===== config.mk =====
export PLATFORM = sky130hd
export DESIGN_NAME = reg_mem_wb_mp_flat
export DESIGN_NICKNAME = d
export VERILOG_FILES = /design/src/rtl/reg_mem_wb_mp_pkg.sv /design/src/rtl/reg_mem_wb_mp_if.sv /design/src/rtl/reg_mem_wb_mp_wb_lane_filter.sv /design/src/rtl/reg_mem_wb_mp.sv /design/src/flat_wrapper.sv
export SDC_FILE = /design/constraint.sdc
export NUM_CORES = 1
export LEC_CHECK = 0
export ABC_CLOCK_PERIOD_IN_PS = 5800
export BUFFER_PORTS_ARGS = -buffer_cell sky130_fd_sc_hd__buf_2
export CORE_MARGIN = 5
export CORE_UTILIZATION = 48
export CTS_CLUSTER_SIZE = 30
export DETAILED_ROUTE_END_ITERATION = 16
export PLACE_DENSITY = 0.8
export SYNTH_ARGS = -nofsm -noshare
export SYNTH_HDL_FRONTEND = slang
export SYNTH_HIERARCHICAL = 1
export SYNTH_SLANG_ARGS = --single-unit

===== constraint.sdc =====
create_clock -name clk -period 5.8 [get_ports clk]
set_clock_uncertainty 0.05 [all_clocks]
set_input_delay 1.16 -clock clk [delete_from_list [all_inputs] [get_ports clk]]
set_output_delay 1.16 -clock clk [all_outputs]
set_load 0.05 [all_outputs]

===== src/rtl/reg_mem_wb_mp_pkg.sv =====
// Shared configuration for the MEM/WB pipeline register: stall bus encoding
// and counter widths used by the top level, the lane filter and the bench.
package reg_mem_wb_mp_pkg;

    localparam int STALL_W = 2;

    // Common stage-control bus; the spare code behaves like Hold.
    typedef enum logic [STALL_W-1:0] {
        STALL_PASS = 2'b00,
        STALL_HOLD = 2'b01,
        STALL_BUBB = 2'b10,
        STALL_RSVD = 2'b11
    } stall_bus_e;

    localparam int MAX_LANES = 4;
    localparam int CNT_W     = 3;   // holds popcount of up to MAX_LANES lanes
    localparam int RET_W     = 64;  // retired-instruction counter width

endpackage


===== src/rtl/reg_mem_wb_mp_if.sv =====
// MEM/WB bus: MEM-side results and stall control in, registered writeback
// results, retired count and ID-stage bypass lookup out.
interface reg_mem_wb_mp_if #(
    parameter int LANES = 2,
    parameter int DW    = 32,
    parameter int AW    = 5
);
    import reg_mem_wb_mp_pkg::*;

    stall_bus_e             stall;
    logic [LANES-1:0]       valid_i;
    logic [LANES*AW-1:0]    rd_addr_i;
    logic [LANES-1:0]       rd_write_i;
    logic [LANES*DW-1:0]    rd_data_i;
    logic [LANES-1:0]       valid_o;
    logic [LANES*AW-1:0]    rd_addr_o;
    logic [LANES-1:0]       rd_write_o;
    logic [LANES*DW-1:0]    rd_data_o;
    logic [RET_W-1:0]       retired_o;
    logic [AW-1:0]          fwd_addr_i;
    logic                   fwd_hit_o;
    logic [DW-1:0]          fwd_data_o;

    // Producer side (MEM stage / ID-stage bypass requester).
    modport master (
        output stall, valid_i, rd_addr_i, rd_write_i, rd_data_i, fwd_addr_i,
        input  valid_o, rd_addr_o, rd_write_o, rd_data_o, retired_o,
               fwd_hit_o, fwd_data_o
    );

    // Pipeline register side.
    modport slave (
        input  stall, valid_i, rd_addr_i, rd_write_i, rd_data_i, fwd_addr_i,
        output valid_o, rd_addr_o, rd_write_o, rd_data_o, retired_o,
               fwd_hit_o, fwd_data_o
    );

endinterface


===== src/rtl/reg_mem_wb_mp_wb_lane_filter.sv =====
// wb_lane_filter: combinational write-enable filter for the MEM/WB lanes.
// Drops writes to x0 and any write shadowed by a younger lane targeting the
// same register in the same cycle; also counts the valid lanes.
module wb_lane_filter
    import reg_mem_wb_mp_pkg::*;
#(
    parameter int LANES = 2,
    parameter int AW    = 5
) (
    input  logic [LANES-1:0]    valid_i,
    input  logic [LANES*AW-1:0] rd_addr_i,
    input  logic [LANES-1:0]    rd_write_i,
    output logic [LANES-1:0]    wr_en_o,
    output logic [CNT_W-1:0]    count_o
);

    // Per lane: live write to a real register, cleared if any younger lane also writes it.
    always_comb begin
        wr_en_o = '0;
        count_o = '0;
        for (int k = 0; k < LANES; k++) begin
            count_o    = count_o + CNT_W'(valid_i[k]);
            wr_en_o[k] = valid_i[k] & rd_write_i[k] & (rd_addr_i[k*AW +: AW] != '0);
            for (int j = k + 1; j < LANES; j++) begin
                if (valid_i[j] && rd_write_i[j] &&
                    (rd_addr_i[j*AW +: AW] == rd_addr_i[k*AW +: AW])) begin
                    wr_en_o[k] = 1'b0;
                end
            end
        end
    end

endmodule


===== src/rtl/reg_mem_wb_mp.sv =====
// reg_mem_wb_mp: multi-lane MEM/WB pipeline register under the common stall
// bus, with filtered register-file write enables and a 64-bit retired counter.
// Define WB_FWD_EN to build the ID-stage bypass lookup; otherwise the lookup
// outputs are tied to zero and no comparators exist.
module reg_mem_wb_mp
    import reg_mem_wb_mp_pkg::*;
#(
    parameter int LANES = 2,
    parameter int DW    = 32,
    parameter int AW    = 5
) (
    input  logic              clk,
    input  logic              rst,
    reg_mem_wb_mp_if.slave    bus
);

    logic [LANES-1:0]    valid_d,   valid_q;
    logic [LANES*AW-1:0] addr_d,    addr_q;
    logic [LANES-1:0]    wr_d,      wr_q;
    logic [LANES*DW-1:0] data_d,    data_q;
    logic [RET_W-1:0]    retired_d, retired_q;

    logic [LANES-1:0]    filt_wr;
    logic [CNT_W-1:0]    lane_cnt;

    wb_lane_filter #(
        .LANES (LANES),
        .AW    (AW)
    ) u_filter (
        .valid_i    (bus.valid_i),
        .rd_addr_i  (bus.rd_addr_i),
        .rd_write_i (bus.rd_write_i),
        .wr_en_o    (filt_wr),
        .count_o    (lane_cnt)
    );

    // Next state from the stall code: Pass captures, Bubb clears results, anything else holds.
    always_comb begin
        valid_d   = valid_q;
        addr_d    = addr_q;
        wr_d      = wr_q;
        data_d    = data_q;
        retired_d = retired_q;
        case (bus.stall)
            STALL_PASS: begin
                valid_d   = bus.valid_i;
                addr_d    = bus.rd_addr_i;
                wr_d      = filt_wr;
                data_d    = bus.rd_data_i;
                retired_d = retired_q + RET_W'(lane_cnt);
            end
            STALL_BUBB: begin
                valid_d = '0;
                addr_d  = '0;
                wr_d    = '0;
                data_d  = '0;
            end
            default: ;
        endcase
    end

    // Stage register; reset clears everything at once, including held contents.
    always_ff @(posedge clk or posedge rst) begin
        if (rst) begin
            valid_q   <= '0;
            addr_q    <= '0;
            wr_q      <= '0;
            data_q    <= '0;
            retired_q <= '0;
        end else begin
            valid_q   <= valid_d;
            addr_q    <= addr_d;
            wr_q      <= wr_d;
            data_q    <= data_d;
            retired_q <= retired_d;
        end
    end

    assign bus.valid_o    = valid_q;
    assign bus.rd_addr_o  = addr_q;
    assign bus.rd_write_o = wr_q;
    assign bus.rd_data_o  = data_q;
    assign bus.retired_o  = retired_q;

`ifdef WB_FWD_EN
    logic          fwd_hit;
    logic [DW-1:0] fwd_data;

    // Bypass lookup on registered state; later (younger) lanes override older matches.
    always_comb begin
        fwd_hit  = 1'b0;
        fwd_data = '0;
        for (int k = 0; k < LANES; k++) begin
            if (wr_q[k] && (bus.fwd_addr_i != '0) &&
                (addr_q[k*AW +: AW] == bus.fwd_addr_i)) begin
                fwd_hit  = 1'b1;
                fwd_data = data_q[k*DW +: DW];
            end
        end
    end

    assign bus.fwd_hit_o  = fwd_hit;
    assign bus.fwd_data_o = fwd_data;
`else
    logic unused_fwd_addr;
    assign unused_fwd_addr = ^bus.fwd_addr_i;
    assign bus.fwd_hit_o   = 1'b0;
    assign bus.fwd_data_o  = '0;
`endif

endmodule


===== src/flat_wrapper.sv =====
// flat-port wrapper written by rule: the top's interface ports become plain ports
module reg_mem_wb_mp_flat import reg_mem_wb_mp_pkg::*;
#(
    parameter int LANES = 2,
    parameter int DW    = 32,
    parameter int AW    = 5
)
  (clk, rst, bus_stall, bus_valid_i, bus_rd_addr_i, bus_rd_write_i, bus_rd_data_i, bus_fwd_addr_i, bus_valid_o, bus_rd_addr_o, bus_rd_write_o, bus_rd_data_o, bus_retired_o, bus_fwd_hit_o, bus_fwd_data_o);
  reg_mem_wb_mp_if #(.LANES(LANES), .DW(DW), .AW(AW)) bus_i ();
  input  logic clk;
  input  logic rst;
  input wire logic [$bits(bus_i.stall)-1:0] bus_stall;
  input wire logic [$bits(bus_i.valid_i)-1:0] bus_valid_i;
  input wire logic [$bits(bus_i.rd_addr_i)-1:0] bus_rd_addr_i;
  input wire logic [$bits(bus_i.rd_write_i)-1:0] bus_rd_write_i;
  input wire logic [$bits(bus_i.rd_data_i)-1:0] bus_rd_data_i;
  input wire logic [$bits(bus_i.fwd_addr_i)-1:0] bus_fwd_addr_i;
  output wire logic [$bits(bus_i.valid_o)-1:0] bus_valid_o;
  output wire logic [$bits(bus_i.rd_addr_o)-1:0] bus_rd_addr_o;
  output wire logic [$bits(bus_i.rd_write_o)-1:0] bus_rd_write_o;
  output wire logic [$bits(bus_i.rd_data_o)-1:0] bus_rd_data_o;
  output wire logic [$bits(bus_i.retired_o)-1:0] bus_retired_o;
  output wire logic [$bits(bus_i.fwd_hit_o)-1:0] bus_fwd_hit_o;
  output wire logic [$bits(bus_i.fwd_data_o)-1:0] bus_fwd_data_o;
  assign bus_i.stall = bus_stall;
  assign bus_i.valid_i = bus_valid_i;
  assign bus_i.rd_addr_i = bus_rd_addr_i;
  assign bus_i.rd_write_i = bus_rd_write_i;
  assign bus_i.rd_data_i = bus_rd_data_i;
  assign bus_i.fwd_addr_i = bus_fwd_addr_i;
  assign bus_valid_o = bus_i.valid_o;
  assign bus_rd_addr_o = bus_i.rd_addr_o;
  assign bus_rd_write_o = bus_i.rd_write_o;
  assign bus_rd_data_o = bus_i.rd_data_o;
  assign bus_retired_o = bus_i.retired_o;
  assign bus_fwd_hit_o = bus_i.fwd_hit_o;
  assign bus_fwd_data_o = bus_i.fwd_data_o;
  reg_mem_wb_mp #(.LANES(LANES), .DW(DW), .AW(AW)) u_core (.clk(clk), .rst(rst), .bus(bus_i));
endmodule

==> results.cfg <==
[synthesis]
synth_common_cells = dfrtp_1, a22o_1, xor2_1
synth_edf_count = 0
synth_seq_cells = 142
synth_fa_ha_area_share_pct = 1.14
syn_area_mm2 = 0.00614
synth_cell_types = 39
synth_compound_area_share_pct = 11.9
ys_seq_area_share_pct = 57.9
async_flop_share_pct = 100
synth.area.mux_share_pct = 0.367
syn_avg_cell_area_um2 = 12.2
syn_inst = 504
synth_top_family_by_area = simple AND/OR/NAND/NOR gates
synth_top_cells_by_area = dfrtp_1, a22o_1, xor2_1, buf_4, xnor2_1
synthDominantCellAreaShare_pct = 57.9
synth_xor_xnor_area_share_pct = 9.56
synth.most_common_cell = dfrtp_1
ys.flop_type = dfrtp_1
synth_area_leader_cell = dfrtp_1
yosys.area_share.simple_pct = 12.7
synth_warnings = 6

[timing]
hold_viol_final = 0
grt_setup_unrepaired = no
setup_tns_ns = 0
fin_ws_ns = 2.68
fmaxAchievable_ghz = 0.320
setup_violations = 0
slew_violations = 0
maxSlewHeadroom_pct = 34.4
finalCriticalPeriod_ns = 3.12
hold-worst-slack_ns = 0.409
worst_pin_slew_ns = 0.970
fin_crit_sh_pct = 53.8

[route]
firstDrtPassIters = 4
routed_wl_mm = 15.2
route.detailed.drc = 0
wl_per_cell_um = 16.7
viasPerCell = 5.16
drt_iter0_markers = 211
vias = 4699
ant_nets = 0

[die]
dieArea_mm2 = 0.0152
start_util_pct = 48.9
boundaryPins = 262
die_height_um = 123
die_w_um = 123
coreArea_mm2 = 0.0126
rows = 41

[placed_design]
place_ws_ns = 2.28
portBuffers = 223
dpl.hpwl_mm = 11.1
place_congestion = 0.866

[clocking]
clk_latency_ns = 0.41
cts.hold.buffers_added = 0
clock-root-buffer = clkbuf_16
cts_max_level = 4
cts_resized = 0
cts-buffers-inserted = 17
clkTransAtPathRegs_ns = 0.06
cts_sinks = 142
cts_setup_buffers = 0
tritoncts = yes
cts_buffer_depth = 2

[layout]
area_delta_synth_final_pct = 27.9
drive_above_1_share_pct = 37.0
antenna_cells = 0
nets = 817
utilization_pct = 62.5

[setup_path]
worstPathMaxFanout = 4
cp_num_buf_inv = 1
cp_top_family = simple AND/OR/NAND/NOR gates
rrSetupSlack_ns = 3.30
crit_top_cell = ha_1
worstReg2RegEnd = u_core/bus.retired_o[61]
max_stage_delay_ns = 0.86
endpoint_kind = flop
reg2reg_depth = 5
critPathLaunchType = input pin
cp.required_ns = 6.05
r2r-start = u_core/bus.retired_o[25]
arrival_ns = 3.37
path_cells = buf_2 > ha_1 > ha_1 > nand3_1 > and2_1 > nor4b_1 > nand4_1 > xnor2_1
setup.worst_path.start = bus_valid_i[0]
slowest_stage = nor4b_1
path_class = in2reg

[worst_hold_path]
hold_path_end = u_core/bus.retired_o[63]
hold_depth = 1
worstHoldStart = u_core/bus.retired_o[63]
hold_path.class = reg2reg

[grt]
grt_pass1_vias = 4799
grt_pass1_wl_mm = 23.9
antenna_found_initial = 0
overflow = 0
grt_max_degree = 100
grt_usage_pct = 20.1

[outcome]
status = finished clean

[run]
drv_cap = 0

[power_and_ir_drop]
power.leakage_uw = 0.00422
cellPowerDensity_mw_per_mm2 = 349
ir_worst_vdd_mv = 0.226
[placed cells by master, fill, tap and decap left out, types with 3 or more instances in the layout]
| cell type | synthesis | layout |
|---|---|---|
| conb_1 | 2 | 34 |
| buf_4 | 35 | 3 |
| a21oi_1 | 3 | 3 |
| xnor2_1 | 30 | 30 |
| xor2_1 | 37 | 37 |
| clkinvlp_4 | 0 | 4 |
| and3_1 | 3 | 3 |
| and2_1 | 3 | 3 |
| nor2_1 | 18 | 17 |
| nor4_1 | 6 | 6 |
| clkbuf_8 | 0 | 3 |
| nand4_1 | 20 | 20 |
| nor4_2 | 3 | 3 |
| nand3_1 | 23 | 23 |
| nor3_1 | 21 | 21 |
| buf_2 | 1 | 223 |
| clkbuf_16 | 0 | 17 |
| clkinv_2 | 0 | 5 |
| nand2_1 | 23 | 23 |
| dfrtp_1 | 142 | 142 |
| a22o_1 | 78 | 78 |
| inv_1 | 9 | 8 |
| ha_1 | 4 | 4 |
[cells by family after synthesis]
family,after synthesis
AND/OR/NAND/NOR,137
adder cells (fa/ha/maj),5
XOR/XNOR,67
multiplexers,2
buffers and inverters,65
other,2
AO/OA/AOI/OAI,84
flip-flops,142
[routing by layer]
metal / vias up / share of wire [%] / global-route usage, %
li1: 2180 / - / -
met5: - / 0 / 0
met4: 0 / 1.9 / 7.61
met1: 2301 / 42 / 25.9
met3: 23 / 7.8 / 6.08
met2: 195 / 49 / 32.1
[where the power goes]
group          switching (µW)  total (µW)  internal [µW]
sequential               52.0        1110           1060
combinational             430         568            138
clock                     397        1060            662
total                     879        2740           1860
[through the flow]
stage	cells	instance area [µm²]	power (µW)
5_1_grt	910	7850	2850
3_3_place_gp	878	7270	1690
2_1_floorplan	536	6260	1560
6_report	910	7850	2740
3_5_place_dp	878	7270	1700
4_1_cts	910	7850	2770
[worst register-to-register path, stage by stage (launching register included)]
cell and delay [ns]:
dfrtp_1 0.46, nand4_1 0.19, nor4_1 0.80, nand3_1 0.39, nor3b_1 0.35, xor2_1 0.18
[state kept, by name (all words and copies together) (netlist names)]
| register | count |
|---|---|
| u_core/bus.rd_addr_o | 10 |
| u_core/bus.rd_data_o | 64 |
| u_core/bus.rd_write_o | 2 |
| u_core/bus.retired_o | 64 |
| u_core/bus.valid_o | 2 |
[area by class of cell]
cell class                 instances  area, µm²
clock inverter                    11        115
timing repair buffer             226       1140
clock buffer                      21        470
multi-input combinational        329       2320
inverter                           9       38.8
fill                            1021       4710
tap                              172        215
sequential                       142       3550
[how the worst max path moves through the flow]
stage / to / slack (ns) / cells after the start
after floorplan: u_core/bus.rd_addr_o[0] / 0.78 / 1
after global placement: u_core/bus.retired_o[60] / 2.33 / 9
after detailed placement: u_core/bus.retired_o[62] / 2.28 / 9
after CTS: u_core/bus.retired_o[27] / 2.68 / 8
after global routing: u_core/bus.retired_o[62] / 2.54 / 9
final: u_core/bus.retired_o[27] / 2.68 / 8
Power figures use the tool's default switching activity.
